$ cat src/rtl/io_bus_master.sv
// io_bus_master: queued initiator for the 64-bit CPU-side IO bus.
// Requests are buffered in a small FIFO, issued one at a time onto the bus,
// and each produces exactly one response (data or error) in request order.
//
// Handshakes: req_valid/req_ready and resp_valid/resp_ready are strict
// valid/ready pairs. A transfer happens at a posedge where both are high.
// A valid, once raised by this block, is held with stable payload until it
// is accepted. On the bus side, mem_addr_valid starts a transaction and
// mem_din_ready completes it at the posedge where it is sampled high.
module io_bus_master #(
  parameter int          FIFO_DEPTH = 4,
  parameter logic [15:0] TIMEOUT    = 16'd255
) (
  input  logic                          clk,
  input  logic                          rst_n,
  input  logic                          req_valid,
  output logic                          req_ready,
  input  logic                          req_write,
  input  logic [63:0]                   req_addr,
  input  logic [63:0]                   req_wdata,
  output logic                          resp_valid,
  input  logic                          resp_ready,
  output logic [63:0]                   resp_rdata,
  output logic                          resp_err,
  output logic [$clog2(FIFO_DEPTH):0]   fifo_level,
  output logic                          busy,
  output logic [63:0]                   mem_addr,
  output logic [63:0]                   mem_dout,
  output logic                          mem_dout_write,
  output logic                          mem_addr_valid,
  input  logic [63:0]                   mem_din,
  input  logic                          mem_din_ready,
  output logic [1:0]                    state_dbg
);

  localparam int AW = $clog2(FIFO_DEPTH);
  localparam int LW = AW + 1;

  typedef enum logic [1:0] {
    ST_IDLE = 2'd0,
    ST_BUS  = 2'd1,
    ST_RESP = 2'd2
  } state_t;

  typedef struct packed {
    logic        write;
    logic [63:0] addr;
    logic [63:0] wdata;
  } req_t;

  state_t        state;
  logic [15:0]   tmo_cnt;

  req_t          fifo_mem [FIFO_DEPTH];
  logic [AW-1:0] wr_ptr;
  logic [AW-1:0] rd_ptr;
  logic [LW-1:0] count;
  logic          push;
  logic          pop;
  req_t          head;
  req_t          in_entry;

  // Queue handshake and pop decision; pops only happen from IDLE so a
  // freshly pushed request is never bypassed straight onto the bus.
  always_comb begin
    req_ready  = (count != LW'(FIFO_DEPTH));
    push       = req_valid && req_ready;
    pop        = (state == ST_IDLE) && (count != '0);
    head       = fifo_mem[rd_ptr];
    in_entry   = '{write: req_write, addr: req_addr, wdata: req_wdata};
    fifo_level = count;
    busy       = (state != ST_IDLE) || (count != '0);
    state_dbg  = state;
  end

  // Queue storage; contents are only meaningful below count, so no reset.
  always_ff @(posedge clk) begin
    if (push) begin
      fifo_mem[wr_ptr] <= in_entry;
    end
  end

  // Queue pointers and occupancy; reset discards everything queued.
  always_ff @(posedge clk or negedge rst_n) begin
    if (!rst_n) begin
      wr_ptr <= '0;
      rd_ptr <= '0;
      count  <= '0;
    end else begin
      if (push) wr_ptr <= wr_ptr + AW'(1);
      if (pop)  rd_ptr <= rd_ptr + AW'(1);
      case ({push, pop})
        2'b10:   count <= count + LW'(1);
        2'b01:   count <= count - LW'(1);
        default: count <= count;
      endcase
    end
  end

  // Transaction FSM with registered bus and response outputs.
  always_ff @(posedge clk or negedge rst_n) begin
    if (!rst_n) begin
      state          <= ST_IDLE;
      tmo_cnt        <= '0;
      mem_addr       <= '0;
      mem_dout       <= '0;
      mem_dout_write <= 1'b0;
      mem_addr_valid <= 1'b0;
      resp_valid     <= 1'b0;
      resp_rdata     <= '0;
      resp_err       <= 1'b0;
    end else begin
      case (state)
        ST_IDLE: begin
          if (count != '0) begin
            if (head.addr[2:0] != 3'b000) begin
              // Misaligned: answer with an error, never touch the bus.
              resp_err   <= 1'b1;
              resp_rdata <= '0;
              resp_valid <= 1'b1;
              state      <= ST_RESP;
            end else begin
              mem_addr       <= head.addr;
              mem_dout       <= head.write ? head.wdata : 64'd0;
              mem_dout_write <= head.write;
              mem_addr_valid <= 1'b1;
              tmo_cnt        <= '0;
              state          <= ST_BUS;
            end
          end
        end
        ST_BUS: begin
          if (mem_din_ready) begin
            // Ready wins over a coinciding timeout.
            resp_rdata     <= mem_dout_write ? 64'd0 : mem_din;
            resp_err       <= 1'b0;
            resp_valid     <= 1'b1;
            mem_addr       <= '0;
            mem_dout       <= '0;
            mem_dout_write <= 1'b0;
            mem_addr_valid <= 1'b0;
            state          <= ST_RESP;
          end else begin
            tmo_cnt <= tmo_cnt + 16'd1;
            if (tmo_cnt == TIMEOUT - 16'd1) begin
              resp_rdata     <= '0;
              resp_err       <= 1'b1;
              resp_valid     <= 1'b1;
              mem_addr       <= '0;
              mem_dout       <= '0;
              mem_dout_write <= 1'b0;
              mem_addr_valid <= 1'b0;
              state          <= ST_RESP;
            end
          end
        end
        ST_RESP: begin
          if (resp_ready) begin
            resp_valid <= 1'b0;
            state      <= ST_IDLE;
          end
        end
        default: begin
          state <= ST_IDLE;
        end
      endcase
    end
  end

endmodule

$ cat config.mk
export PLATFORM = sky130hd
export DESIGN_NAME = io_bus_master
export DESIGN_NICKNAME = d
export VERILOG_FILES = /design/src/rtl/io_bus_master.sv
export SDC_FILE = /design/constraint.sdc
export NUM_CORES = 1
export LEC_CHECK = 0
export CAP_MARGIN = 40
export CORE_UTILIZATION = 40
export DETAILED_ROUTE_END_ITERATION = 6
export PLACE_DENSITY = 0.74
export SYNTH_ARGS = -nofsm -noshare
export SYNTH_HDL_FRONTEND = slang
export SYNTH_SLANG_ARGS = --single-unit
$ cat constraint.sdc
create_clock -name clk -period 6 [get_ports clk]
set_input_delay 0.9 -clock clk [delete_from_list [all_inputs] [get_ports clk]]
set_output_delay 0.9 -clock clk [all_outputs]
set_load 0.1 [all_outputs]
==> results of run 1 <==
## metal layers
layer / routed length (um) / part of all wire (%) / global-route usage (%) / vias up
met5: 141 / 0.21 / 0 / -
met4: 2100 / 3.2 / 7.15 / 20
met3: 5030 / 7.7 / 5.38 / 143
met2: 33700 / 51 / 33.0 / 638
met1: 24800 / 38 / 22.6 / 7936
li1: - / - / - / 6675
## final timing paths
kind	from	end	slack, ns
setup / recovery	fifo_level[0]	busy	2.63
hold / removal	rst_n	resp_rdata[0]	0.20
setup reg to reg	fifo_level[0]	mem_dout[32]	3.11
hold reg to reg	mem_addr_valid	mem_addr_valid	0.48
max in group asynchronous	rst_n	mem_addr[31]	4.74
min in group clk	mem_addr_valid	mem_addr_valid	0.48
## cells in the final DEF (no fill, tap or decap), types with 3 or more instances in the layout
cell,n
edfxtp_1,516
clkdlybuf4s50_1,395
dfrtp_1,219
buf_8,141
a22o_1,130
mux4_2,126
clkbuf_16,79
inv_1,72
buf_16,64
o2bb2ai_1,62
buf_4,19
nor2_1,17
clkbuf_1,17
nand2_1,16
o21ai_0,14
clkinv_2,12
nand3_1,11
nand4_1,10
clkbuf_8,10
buf_12,10
a21oi_1,8
a31oi_1,7
ha_1,7
bufinv_16,7
diode_2,5
nor3_1,5
clkinv_1,5
and3_4,4
and2_1,4
xnor2_1,4
clkinv_4,4
or4_1,3
xor2_1,3
clkinv_8,3
## flip-flops by register name, indices dropped and copies added, names as in the netlist
name            cells
mem_dout_write      1
mem_addr_valid      1
resp_rdata         64
state_dbg           2
resp_err            1
fifo_mem          516
mem_addr           64
mem_dout           64
fifo_level          3
rd_ptr              2
resp_valid          1
wr_ptr              2
tmo_cnt            16
## metrics by stage
step | cell area, um2 | utilization, % | cells | setup slack, ns
floorplan | 27000 | - | 1338 | 0.326
global placement | 32000 | 48.3 | 2551 | 2.66
detailed placement | 36000 | 54.2 | 2760 | 2.58
CTS | 38600 | 58.2 | 2903 | 2.56
global route | 38600 | 58.2 | 2907 | 2.54
finish | 38600 | 58.2 | 2908 | 2.63
## synthesized netlist by cell type (all sizes together), types with 12 or more instances
| cell | instances | area, um2 |
|---|---|---|
| mux4 | 126 | 2840 |
| buf | 37 | 236 |
| nor2 | 19 | 71.3 |
| inv | 73 | 274 |
| clkbuf | 34 | 128 |
| dfrtp | 221 | 5530 |
| a22o | 130 | 1140 |
| o2bb2ai | 62 | 543 |
| edfxtp | 516 | 15500 |
| o21ai | 16 | 83.8 |
| nand3 | 12 | 65.1 |
| nand2 | 16 | 60.1 |
## cells by family (layout without fill, tap and decap cells)
kind of cell    count (synthesis)  count (layout)
simple gates                   82              82
xor+xnor                        7               7
mux                           128             128
compound gates                232             232
flops                         737             737
buf+inv                       144             845
fa+ha+maj                       8               8
other cells                     0               5
## final cells by class
class	count	area share, %
inverter	73	0.709
tap	864	2.80
timing repair buffer	629	21.2
clock inverter	37	1.18
sequential	737	54.5
multi-input combinational	457	14.0
clock buffer	106	5.64
antenna	5	0.0324
## critical path, delay by kind of cell (launching register included)
kind                   cells  cell delay [ns]
buffers and inverters      2             0.73
and+or+nand+nor            2             0.70
DFF                        1             0.42
## report_power, final
group	internal (uW)	switching [uW]	leakage, uW	total, uW
combinational	3930	5970	0.00549	9900
sequential	6710	543	0.00765	7250
clock	2880	1960	0.00129	4840
==> metrics.cfg, run 1 <==
[routing]
wl_um=65700
wl_per_cell_um=22.6
drtIter0Drc=934
antenna_left=0
avgViaCountPerCell=5.30
num_vias=15400
drt_pass1_iterations=7
remaining_drc_errors=0

[clock_network]
cts_tree=yes
cts_sinks=737
post-cts-setup-buffers=0
clk_pin_slew_ns=0.06
h-tree-depth=3
post_cts_resized=0
hold_buffers=0
clock_latency_ns=0.61
clk_path_buf_depth=3
cts_buffers=77
cts-root-buf=clkbuf_16

[yosys]
synth_xor_area_share_pct=0.227
synth.net_count=1544
synth_top_family_by_area=multiplexers
synth-seq-area-share_pct=77.7
synth_fa_ha_area_share_pct=0.398
synth_area_per_cell_um2=20.2
synth_flop_cell=edfxtp_1
syn_inst=1338
synth_edf_count=516
async_flop_share_pct=30.0
synth_area_mm2=0.0270
synth-compound-area-share_pct=7.10
ys_warn_count=0
yosys.area_share.simple_pct=1.60
muxShareOfSynthArea_pct=10.6
ys_types=45
ys_seq_elements=737

[power]
leakage_uw=0.0144
power_per_cell_area_mw_per_mm2=569
vdd_drop_max_uv=415
total_power_uw=22000

[timing]
worst_pin_slew_ns=0.858
fin_crit_ns=3.37
final-max-slew-violation-count=0
clock.fmax_ghz=0.297
final_hold_viol_count=0
slew_headroom_pct=42.3
fin_worst_skew_ns=0.0364
tns_ns=0
rsz0062_at_grt=false
timing.final.crit_share_pct=56.1
setup_viol=0
holdWs_ns=0.201

[critical_path]
crit_path_end_kind=primary output
path_class=reg -> out
rr_worst_depth=7
crit_required_ns=5.10
critPathLaunchType=register
cp_slowest_cell=nor3_1
critPathMaxFanout=4
crit_chain=nor3_1, nand2_1, clkdlybuf4s50_1, buf_16
max_stage_delay_ns=0.59
cp.arrival_ns=2.47

[floorplan]
fp.coreArea_mm2=0.0663
io_pins=401
rows=94
die_x_um=262
die_h_um=262
start_util_pct=40.8
die-area_mm2=0.0686

[hold_path]
hold_class=in -> async

[placed_design]
numPortBuffers=400
dp_hpwl_um=41500
gp_congestion=0.832

[layout]
nets=2181
fillers=4642
areaGrowthSynthToFinish_pct=42.8
seqCellArea_mm2=0.0210
drive_above_1_share_pct=24.2
multi_input_area_mm2=0.00541

[global_route]
grt_pass1_vias=16500
grt_pass1_wl_um=97900
overflow=0
antenna_found_initial=14
grt_usage_pct=19.1
grt_max_degree=111

[status]
status=finished, final reports clean

[job]
maxCapViolCount=0

Power figures use the tool's default switching activity.
==> inputs of run 2 (changes only) <==
- PLACE_DENSITY: 0.74 -> 0.76
- clock period: 6 -> 2.97 ns (I/O delays scaled with it)
==> run 2 against run 1 <==
Sequential cell count did not move. Final area fell by 11%. Clock power rose by 93%. Cell count fell by 6.7%. Critical path type is now reg -> reg. First-iteration DRC count rose by 12%. Sequential power rose by 100%. Combinational power rose by 62%. Count of clock-buffer cells in the layout rose by 5.
==> metrics.cfg, run 2 (synthesized netlist as in run 1, its figures left out) <==
[status]
status=finished, final reports clean  ; unchanged

[clock_network]
cts_sinks=737  ; unchanged
clk_pin_slew_ns=0.06  ; about the same
clk_path_buf_depth=3  ; unchanged
clock_latency_ns=0.62  ; was 0.61 ns
post-cts-setup-buffers=0  ; unchanged
post_cts_resized=0  ; unchanged
cts_tree=yes  ; unchanged
h-tree-depth=3  ; unchanged
cts-root-buf=clkbuf_16  ; unchanged
cts_buffers=77  ; unchanged
hold_buffers=1  ; was 0

[timing]
fin_crit_ns=2.59
final-max-slew-violation-count=0  ; unchanged
tns_ns=0  ; unchanged
rsz0062_at_grt=false  ; unchanged
slew_headroom_pct=47.6  ; was 42.3%
fin_ws_ns=0.381  ; was 2.63 ns
setup_viol=0  ; unchanged
fin_worst_skew_ns=0.0195  ; was 0.0364 ns
timing.final.crit_share_pct=87.2
clock.fmax_ghz=0.386
worst_pin_slew_ns=0.786  ; was 0.858 ns
final_hold_viol_count=0  ; unchanged

[global_route]
antenna_found_initial=9  ; was 14
grt_pass1_wl_um=89100  ; was 97900 um
grt_usage_pct=17.3  ; was 19.1%
grt_max_degree=87  ; was 111
grt_pass1_vias=15100  ; was 16.5k
overflow=0  ; unchanged

[floorplan]
die_x_um=262  ; unchanged
fp.coreArea_mm2=0.0663  ; unchanged
start_util_pct=40.8  ; unchanged
die_h_um=262  ; unchanged
io_pins=401  ; unchanged
rows=94  ; unchanged
die-area_mm2=0.0686  ; unchanged

[layout]
mostFrequentLayoutCells=edfxtp_1, buf_4, dfrtp_1  ; was edfxtp_1, clkdlybuf4s50_1, dfrtp_1
nets=1989  ; was 2181
final_common_cell=edfxtp_1  ; unchanged
drive_above_1_share_pct=27.1  ; was 24.2%
largest_register=fifo_mem  ; unchanged
seqCellArea_mm2=0.0210  ; about the same
multi_input_area_mm2=0.00542  ; was 0.00541 mm2
largest_register_ffs=516  ; unchanged
final_area_mm2=0.0343  ; was 0.0386 mm2
fillers=5133  ; was 4642
final_core_util_pct=51.8  ; was 58.2%
areaGrowthSynthToFinish_pct=27.0  ; was 42.8%

[routing]
wl_um=60900  ; was 65700 um
wl_per_cell_um=22.4  ; was 22.6 um
remaining_drc_errors=0  ; unchanged
drt_pass1_iterations=5  ; was 7
antenna_left=0  ; unchanged
drtIter0Drc=1043  ; was 934
avgViaCountPerCell=5.31  ; was 5.30
num_vias=14400  ; was 15.4k

[hold_path]
hold_class=in -> async  ; unchanged

[critical_path]
rrSetupSlack_ns=0.38  ; was 3.11 ns
cp_slowest_cell=a21oi_1  ; was nor3_1
crit_chain=inv_2, a21oi_1, nand3_1, nand2b_4, buf_12, a22o_1  ; was nor3_1, nand2_1, clkdlybuf4s50_1, buf_16
critPathMaxFanout=53  ; was 4
path_class=reg -> reg  ; was reg -> out
cp.arrival_ns=3.07  ; was 2.47 ns
max_stage_delay_ns=0.64  ; was 0.59 ns
critPathLaunchType=register  ; unchanged
crit_family=compound AO/OA/AOI/OAI gates  ; was buffers and inverters
crit_required_ns=3.45  ; was 5.10 ns
crit_path_end_kind=register  ; was primary output
crit_buf_inv=2  ; unchanged

[placed_design]
dpl_cell_area_mm2=0.0318  ; was 0.0360 mm2
pre_cts_ws_ns=0.525  ; was 2.58 ns
gp_congestion=0.807  ; was 0.832
dp_hpwl_um=37300  ; was 41500 um
numPortBuffers=400  ; unchanged

[power]
vdd_drop_max_uv=873  ; was 415 uV
power_per_cell_area_mw_per_mm2=1160  ; was 569 mW/mm2
leakage_uw=0.0130  ; was 0.0144 uW

[job]
maxCapViolCount=0  ; unchanged

run 2: changes by cell type in the layout (fill, tap and decap cells not counted), moves of 4 or more:
cell	previous run	this run
buf_4	19	219
clkdlybuf4s50_1	395	196
buf_8	141	1
buf_16	64	0
buf_12	10	20
bufinv_16	7	2
clkinv_4	4	0
run 2: routing by layer:
metal	share of wire (%)	track usage, %	vias to the layer above
met5	0.22	0	-
met4	2.7	5.52	18
met3	8.9	5.95	134
met2	49	29.0	573
met1	39	21.2	7391
li1	-	-	6283
run 2: stage by stage:
step           hold slack, ns  instances  total power [uW]
2_1_floorplan           0.150       1338             26600
3_3_place_gp            0.466       2566             30600
3_5_place_dp            0.471       2567             30900
4_1_cts                 0.388       2710             40300
5_1_grt                 0.416       2710             41500
6_report                0.427       2712             39900
run 2: report_power, final:
group	internal [uW]	switching (uW)	total (uW)
clock	5400	3920	9320
sequential	13600	972	14500
combinational	4700	11300	16000
run 2: path summary, 6_finish.rpt:
kind,from,endpoint,cells past startpoint
setup reg to reg,state_dbg[0],mem_dout[62],6
min in group clk,resp_ready,state_dbg[1],2
hold reg to reg,mem_addr_valid,mem_addr_valid,1
hold / removal,rst_n,resp_rdata[52],2
max in group asynchronous,rst_n,resp_rdata[7],3
setup / recovery,state_dbg[0],mem_dout[62],6
run 2: area by class of cell:
type                    instances  area share [%]
repair buffers                437            11.7
diodes                          2          0.0146
inverters                      73           0.798
flip-flops and latches        737            61.3
clock inverters                31           0.849
clock buffers                 111            6.42
well taps                     864            3.15
multi-input cells             457            15.8
run 2: worst register-to-register path: stages, from the launching register on:
cell and delay (ns):
dfrtp_1 0.49, inv_2 0.13, a21oi_1 0.64, nand3_1 0.27, nand2b_4 0.32, buf_12 0.24
a22o_1 0.38
